===== config.mk =====
export PLATFORM = sky130hd
export DESIGN_NAME = wordcell_flat
export DESIGN_NICKNAME = d
export VERILOG_FILES = /design/src/rtl/wordcell_if.sv /design/src/rtl/wordcell.sv /design/src/flat_wrapper.sv
export SDC_FILE = /design/constraint.sdc
export NUM_CORES = 1
export LEC_CHECK = 0
export CAP_MARGIN = 10
export CORE_AREA = 2 2 39 41
export CTS_CLUSTER_DIAMETER = 60
export DETAILED_ROUTE_END_ITERATION = 16
export DIE_AREA = 0 0 41 43
export GPL_TIMING_DRIVEN = 0
export PLACE_DENSITY = 0.82
export SLEW_MARGIN = 20
export SYNTH_ARGS = -nofsm -noshare
export SYNTH_HDL_FRONTEND = slang
export SYNTH_SLANG_ARGS = --single-unit

===== constraint.sdc =====
create_clock -name clk -period 1.45 [get_ports clk]
set_input_delay 0.3625 -clock clk [delete_from_list [all_inputs] [get_ports clk]]
set_output_delay 0.3625 -clock clk [all_outputs]
set_load 0.01 [all_outputs]

===== src/rtl/wordcell_if.sv =====
// Row-side bus of one storage word: select, read/write control, write data, read data and debug tap.
// The column logic is the master; the word itself is the slave.
interface wordcell_if #(
    parameter int WIDTH = 8
);
    logic             op;
    logic             sel_x;
    logic [WIDTH-1:0] in_bus;
    logic [WIDTH-1:0] out_bus;
    logic [WIDTH-1:0] stored_value;

    modport master (
        output op,
        output sel_x,
        output in_bus,
        input  out_bus,
        input  stored_value
    );

    modport slave (
        input  op,
        input  sel_x,
        input  in_bus,
        output out_bus,
        output stored_value
    );
endinterface


===== src/rtl/wordcell.sv =====
// One addressable memory word of WIDTH bitcells; writes land 1 clk after sel_x&op, reads are combinational.
// No backpressure: every selected access completes in its own cycle.
module wordcell #(
    parameter int WIDTH = 8
) (
    input logic       clk,
    input logic       rst,
    wordcell_if.slave bus
);
    logic             we;
    logic             re;
    logic [WIDTH-1:0] cells;

    assign we = bus.sel_x & bus.op;
    assign re = bus.sel_x & ~bus.op;

    // Each bit is its own cell; reset outranks a coincident write.
    for (genvar g = 0; g < WIDTH; g++) begin : g_cell
        logic q;

        always_ff @(posedge clk) begin
            if (rst) begin
                q <= 1'b0;
            end else if (we) begin
                q <= bus.in_bus[g];
            end
        end

        assign cells[g] = q;
    end

    assign bus.stored_value = cells;
    assign bus.out_bus      = re ? cells : '0;
endmodule


===== src/flat_wrapper.sv =====
// flat-port wrapper written by rule: the top's interface ports become plain ports
module wordcell_flat 
#(
    parameter int WIDTH = 8
)
  (clk, rst, bus_op, bus_sel_x, bus_in_bus, bus_out_bus, bus_stored_value);
  wordcell_if #(.WIDTH(WIDTH)) bus_i ();
  input logic clk;
  input logic rst;
  input wire logic [$bits(bus_i.op)-1:0] bus_op;
  input wire logic [$bits(bus_i.sel_x)-1:0] bus_sel_x;
  input wire logic [$bits(bus_i.in_bus)-1:0] bus_in_bus;
  output wire logic [$bits(bus_i.out_bus)-1:0] bus_out_bus;
  output wire logic [$bits(bus_i.stored_value)-1:0] bus_stored_value;
  assign bus_i.op = bus_op;
  assign bus_i.sel_x = bus_sel_x;
  assign bus_i.in_bus = bus_in_bus;
  assign bus_out_bus = bus_i.out_bus;
  assign bus_stored_value = bus_i.stored_value;
  wordcell #(.WIDTH(WIDTH)) u_core (.clk(clk), .rst(rst), .bus(bus_i));
endmodule

; After elaboration in Yosys (flattened, before gate mapping)
; Cells that the tools add are included.
[word_totals]
register_bits = 8
latchBits = 0
in_bits = 12
mem_bits_rw = 0
mem_bits_ro = 0
mem_count = 0
[classes]
mux = 1
addsub = 0
multipliers = 0
magnitude_cmp = 0
shift = 0
bitwise_logic = 3
div = 0
n_eq_ne = 0
reduce_logical = 0
[op_table]
columns = operator, n
row1 = 8-bit 2-to-1 mux, 1
row2 = 1-bit bitwise AND, 2
row3 = 1-bit NOT, 1

; Logic depth before layout (Yosys ltp)
[logic_depth]
word_depth = 3
depth_mapped = 4
ltp_nobuf = 2

; Worst setup path before layout
; No wires, ideal clock.
[synth_path]
path_type = in2out
start = in bus_op
end = out bus_out_bus[0]
t_arrival_ps = 862
t_required_ps = 1087
stages = 3
setup_slack_ps = 225
path_cell_list = buf_4 > nor2b_2 > and2_1
[synth_via]
elab_chain_len = 3
[synth_lines]
columns = element, line_no
row1 = "start, declared", flat_wrapper.sv:10  ; input wire logic [$bits(bus_i.op)-1:0] bus_op;
row2 = 1-bit NOT, wordcell.sv:15  ; assign re = bus.sel_x & ~bus.op;
row3 = 1-bit bitwise AND, wordcell.sv:15
row4 = 8-bit 2-to-1 mux, wordcell.sv:33  ; assign bus.out_bus = re ? cells : '0;
row5 = "end, declared", flat_wrapper.sv:13  ; output wire logic [$bits(bus_i.out_bus)-1:0] bus_out_bus;
; Every way passes these cells.

; Final worst setup path
[layout_path]
start = in bus_sel_x
end = out bus_out_bus[4]
[layout_via]
elab_chain_len = 2
[layout_lines]
columns = element, line_no
row1 = "start, declared", flat_wrapper.sv:11  ; input wire logic [$bits(bus_i.sel_x)-1:0] bus_sel_x;
row2 = 1-bit bitwise AND, wordcell.sv:15
row3 = 8-bit 2-to-1 mux, wordcell.sv:33
; Every way passes these cells.

==> Implementation_results.wiki <==
{| class="wikitable"
! Metric !! Value
|-
| RSZ-0062 raised after global routing || yes
|-
| Number of detailed-routing iterations run before antenna repair || 1
|-
| Setup-failing EPs final || 2
|-
| Sum of routed wire length over all layers || between 1000 and 1500 microns
|-
| Cell Area, Synth || between 400 and 500 sq um
|-
| Number of sinks handled by clock tree synthesis || 8
|-
| Post-layout net count || 103
|-
| Crit path DAT || about 1200 ps
|-
| Number of global-route vias before repair || 424
|-
| Biggest area consumer among synthesized cells || sky130_fd_sc_hd__dfxtp_1
|-
| Area of the die || approximately 0.0018 sq mm
|-
| Clock Latency Late Sink || roughly 250 ps
|-
| Setup WS post-layout || -62.8 ps
|-
| Biggest cell delay along the critical path || 130 ps
|-
| Vias per Instance || 4.53
|-
| Overall Power || around 0.00055 W
|-
| Crit path max-delay family || buffers and inverters
|-
| Worst Skew || 0 ps
|-
| Number of vias after detailed routing || between 400 and 500
|-
| Clock tree root buffer cell || sky130_fd_sc_hd__clkbuf_4
|-
| Top Registers || u_core.g_cell.q (8)
|-
| Top cells by area in the synthesized netlist || sky130_fd_sc_hd__dfxtp_1 32%, sky130_fd_sc_hd__buf_4 14%, sky130_fd_sc_hd__a21bo_2 12%
|-
| Largest net degree at the start of global routing || 11
|-
| Post-synthesis register bit count || 8
|-
| Hold slack final || roughly 410 ps
|-
| Min-Delay Path Class || input port to register
|-
| Most common library cell in the layout ignoring fill and taps || sky130_fd_sc_hd__buf_4
|-
| Number of buffer and inverter instances along the worst setup path || 5
|-
| Mean post-synth cell area || 9.18 sq um
|-
| Floorplan die height || approximately 43 microns
|-
| Non-Filler Instances || 105
|-
| Antenna violations before repair || 0
|-
| H-tree depth || 1
|-
| Core area || about 0.0014 sq mm
|-
| Share of final-layout standard cells stronger than drive strength 1 || 0.472
|-
| Number of max-cap violations || 0
|-
| Pre-CTS setup slack || -410 ps
|-
| CTS buffer count || 3
|-
| Startpoint kind of the worst setup timing path || input port
|-
| Largest fanout on the critical path || 4
|-
| DP Cell Count || 94
|-
| Wire length of the first global-routing pass || 1730 microns
|-
| Timing-limited maximum frequency || approximately 660 MHz
|-
| DRC viols || 0
|-
| Area growth syn-to-layout || 71.0%
|-
| Power Dens Cells || ~650 mW/mm^2
|-
| Cell with the biggest individual delay on the critical path || sky130_fd_sc_hd__nor2b_4
|-
| Clk buf depth || 2
|-
| Share of Yosys cell area claimed by the top area cell type || 0.323
|-
| Hold Buf Count CTS || 0
|-
| Worst setup path category || input port to primary output
|-
| Worst Setup End Kind || primary output
|-
| Violated checks || setup timing
|-
| Ports || 28
|-
| GP Congestion || between 0.6 and 0.7
|-
| Sum of negative setup slack || -125 ps
|-
| CTS tree || done
|-
| DR WL/cell || about 12 microns
|-
| Max FFs per register || 8
|-
| Final clock period utilization by the worst path || 1.04
|-
| List of cells traversed by the critical path || buf_12, nor2b_4, buf_6, buf_6, buf_6, and2_4, buf_6
|-
| Peak ir drop on the vdd network || ~0.35 mV
|-
| Count of port buffers added during placement || 24
|-
| Final count of hold timing violations || 0
|-
| Slew headroom || 0.749
|-
| Overall fraction of global-route tracks in use || 0.147
|-
| Post-synthesis instance total || 54
|-
| N_diodes || 0
|-
| Highest-count cells in the layout ignoring fill and taps || 13 x sky130_fd_sc_hd__buf_4, 9 x sky130_fd_sc_hd__dlygate4sd2_1
|-
| Outcome || complete, but fails checks
|-
| Violation count after the first detailed-routing iteration || 0
|-
| Endpoint required time on the critical path || 1090 ps
|-
| Final antenna-violating net count || 0
|-
| Global route overflow || 0
|-
| Die X || 41 microns
|-
| Leakage power summed over all cells || 0.421 nW
|-
| Clock slew at reported path FFs || about 50 ps
|-
| Largest Register || u_core.g_cell.q
|-
| Post-synthesis cell type count || 12
|-
| Top cell by count, worst path || sky130_fd_sc_hd__buf_6
|-
| Starting utilization of the core area || 0.358
|-
| Net count after synthesis || 66
|-
| Synth warnings || 0
|-
| Transition time at the pin with the least slew margin || ~380 ps
|-
| Number of placement rows || 14
|-
| Sequential fraction of the synthesis area || 0.323
|-
| Count of pins over their slew limit || 0
|-
| Min Clock Period, post-route || about 1500 ps
|}
[worst paths after layout]
kind / startpoint / slack (ps) / to / depth (start not counted)
worst max-delay path: bus_sel_x / -60 / bus_out_bus[4] / 7
worst min-delay path: bus_sel_x / 410 / u_core.g_cell[4].q / 3
worst max register to register: u_core.g_cell[4].q / 670 / u_core.g_cell[4].q / 2
worst min register to register: u_core.g_cell[3].q / 580 / u_core.g_cell[3].q / 2
[Yosys cell counts]
cell type,n
sky130_fd_sc_hd__a21bo_1,2
sky130_fd_sc_hd__buf_1,1
sky130_fd_sc_hd__a21oi_2,2
sky130_fd_sc_hd__nor2b_2,1
sky130_fd_sc_hd__a21oi_1,6
sky130_fd_sc_hd__a21bo_2,6
sky130_fd_sc_hd__and2_1,8
sky130_fd_sc_hd__buf_8,1
sky130_fd_sc_hd__nand3_1,8
sky130_fd_sc_hd__buf_6,2
sky130_fd_sc_hd__dfxtp_1,8
sky130_fd_sc_hd__buf_4,9
[power by group]
group,internal (W),leakage [nW],switching (W)
Clock,0.0000946,0.0138,0.0000735
Sequential,0.000230,0.0654,0.00000637
Combinational,0.0000940,0.341,0.0000516
Total,0.000419,0.421,0.000132
[per-layer routing]
metal	wire length (microns)	GRT usage	part of all wire
met3	102	0.0314	0.084
met4	0	0.0800	0
met5	0	0	0
met1	515	0.188	0.42
met2	602	0.219	0.49
[cell families (layout without fill, tap and decap cells)]
family                 after synthesis  count (layout)  share of synthesized area
buffers and inverters               13              48                      0.220
and+or+nand+nor                     17              17                      0.200
AOI/OAI and AO/OA                   16              16                      0.258
DFF                                  8               8                      0.323
[repair_timing]
action	CTS	global route
pin swaps	3	0
setup buffers	6	3
gates resized for setup	41	8
endpoints found under the setup margin	16	6
[metrics by stage]
step	utilization	cell area, sq um
final	0.612	847
after detailed placement	0.546	756
after CTS	0.595	823
after global placement	0.546	756
after global routing	0.612	847
after floorplan	-	495
[final cells by class]
cell class	instances	area, sq um
fill	131	537
buffer	13	121
timing repair buffer	32	284
tap	16	20.0
clock buffer	3	22.5
sequential	8	160
multi-input combinational	33	239
[tightest hold or removal path, delay by kind of cell]
family          cells  cell delay (ps)
compound gates      2              170
buf+inv             1               80
(Power assumes the default switching activity.)
==> edit, RTL diff (same settings) <==
`WIDTH` is set to 8 in 3 places; all go to 6.
--- a/src/rtl/wordcell_if.sv
+++ b/src/rtl/wordcell_if.sv
@@ -2,5 +2,5 @@
 // The column logic is the master; the word itself is the slave.
 interface wordcell_if #(
-    parameter int WIDTH = 8
+    parameter int WIDTH = 6
 );
     logic             op;
--- a/src/rtl/wordcell.sv
+++ b/src/rtl/wordcell.sv
@@ -2,5 +2,5 @@
 // No backpressure: every selected access completes in its own cycle.
 module wordcell #(
-    parameter int WIDTH = 8
+    parameter int WIDTH = 6
 ) (
     input logic       clk,
--- a/src/flat_wrapper.sv
+++ b/src/flat_wrapper.sv
@@ -2,5 +2,5 @@
 module wordcell_flat 
 #(
-    parameter int WIDTH = 8
+    parameter int WIDTH = 6
 )
   (clk, rst, bus_op, bus_sel_x, bus_in_bus, bus_out_bus, bus_stored_value);
Interface: changed (resized bus_in_bus, bus_out_bus and bus_stored_value); port bits go from 28 to 22. The function was not compared with the original's and may differ.
==> edit against the original RTL <==
Sequential cell count decreased by 2. Power decreased by 22%. Cell area decreased by 28%. Wire length decreased by 30%. Utilization decreased by 17 points. Sequential power decreased by 25%. Worst setup slack improved by 0.086 ns. Synthesized area decreased by 30%. Hold slack improved by 0.0036 ns. Largest cell class unchanged. Largest power group unchanged.
==> edit: results (changes against the original RTL) <==
Critical path
  – Reg2reg start: u_core.g_cell[5].q
  – R2R Path End: u_core.g_cell[5].q
  – R2r setup slk: 0.70 ns (+0.03 ns)
  – Critical Path End: bus_out_bus[2]

Route
  – Met3 wire len: 93 um (-8.8%)
  – Vias/cell: 4.31 (-5.0%)
  – Vias: 349 (-27%)
  – DR iter-0 viols: 4 (+4)
  – Routed length on met1: 353 um (-31%)

Clocking
  – Post_cts resized: 44 (+7.3%)
  – Setup Fix Bufs, Post-CTS: 2 (-4)

Worst hold path
  – Hold Path Sink: u_core.g_cell[5].q

Cells and area
  – Post-Layout Inst Area: 611 sq um (-28%)
  – Fraction of layout cells with a size suffix above 1: 0.415 (-0.0565)
  – Largest regs: u_core.g_cell.q: 6 flops
  – Number of flip-flops under the largest register name: 6 (-2)

Global routing
  – First-pass GRT wire length: 1.27 mm (-27%)
  – Met2 usage: 0.172 (-0.0469)

Logic synthesis
  – Post-synthesis cell count: 39 (-28%)
  – Top cells by area, synth: dfxtp_1 (34%), buf_4 (15%), a21bo_1 (11%)
  – Syn nets: 49 (-26%)

Status
  – Status: completed

STA
  – Slew @ Worst Pin: 0.210 ns (-0.167 ns)
  – Final Hold Slack: 0.415 ns (+0.00357 ns)

Pwr
  – Leak Pwr: 0.000302 uW (-28%)
  – Worst VDD drop: 0.000356 V (+2.8%)

Placed design
  – Placed Cells: 76 (-19%)
  – Dpl ws: -0.734 ns (-0.325 ns)
-- edit: changes by cell type after synthesis, sizes merged --
cell	unedited run	this run
dfxtp	8	6
nor2b	1	0
a21bo	8	6
nand3	8	6
and2b	0	1
buf	13	8
a21oi	8	6
and2	8	6
-- edit: logic make-up (layout without fill, tap and decap cells) --
group / Yosys count / count (layout) / share of synthesized area
compound gates: 12 / 12 / 0.258
buf+inv: 8 / 34 / 0.183
simple gates: 13 / 13 / 0.215
flops: 6 / 6 / 0.344
-- edit: area by class of cell --
cell class	count	area [sq um]
Clock buffer	3	22.5
Fill cell	163	773
Multi-Input combinational cell	25	174
Buffer	8	63.8
Timing Repair Buffer	23	210
Sequential cell	6	120
Tap cell	16	20.0
-- edit: power by group --
part | total [uW] | internal, uW | switching (uW)
combinational | 97.8 | 63.1 | 34.7
clock | 152 | 93.5 | 58.5
sequential | 178 | 173 | 4.99
total | 428 | 330 | 98.2
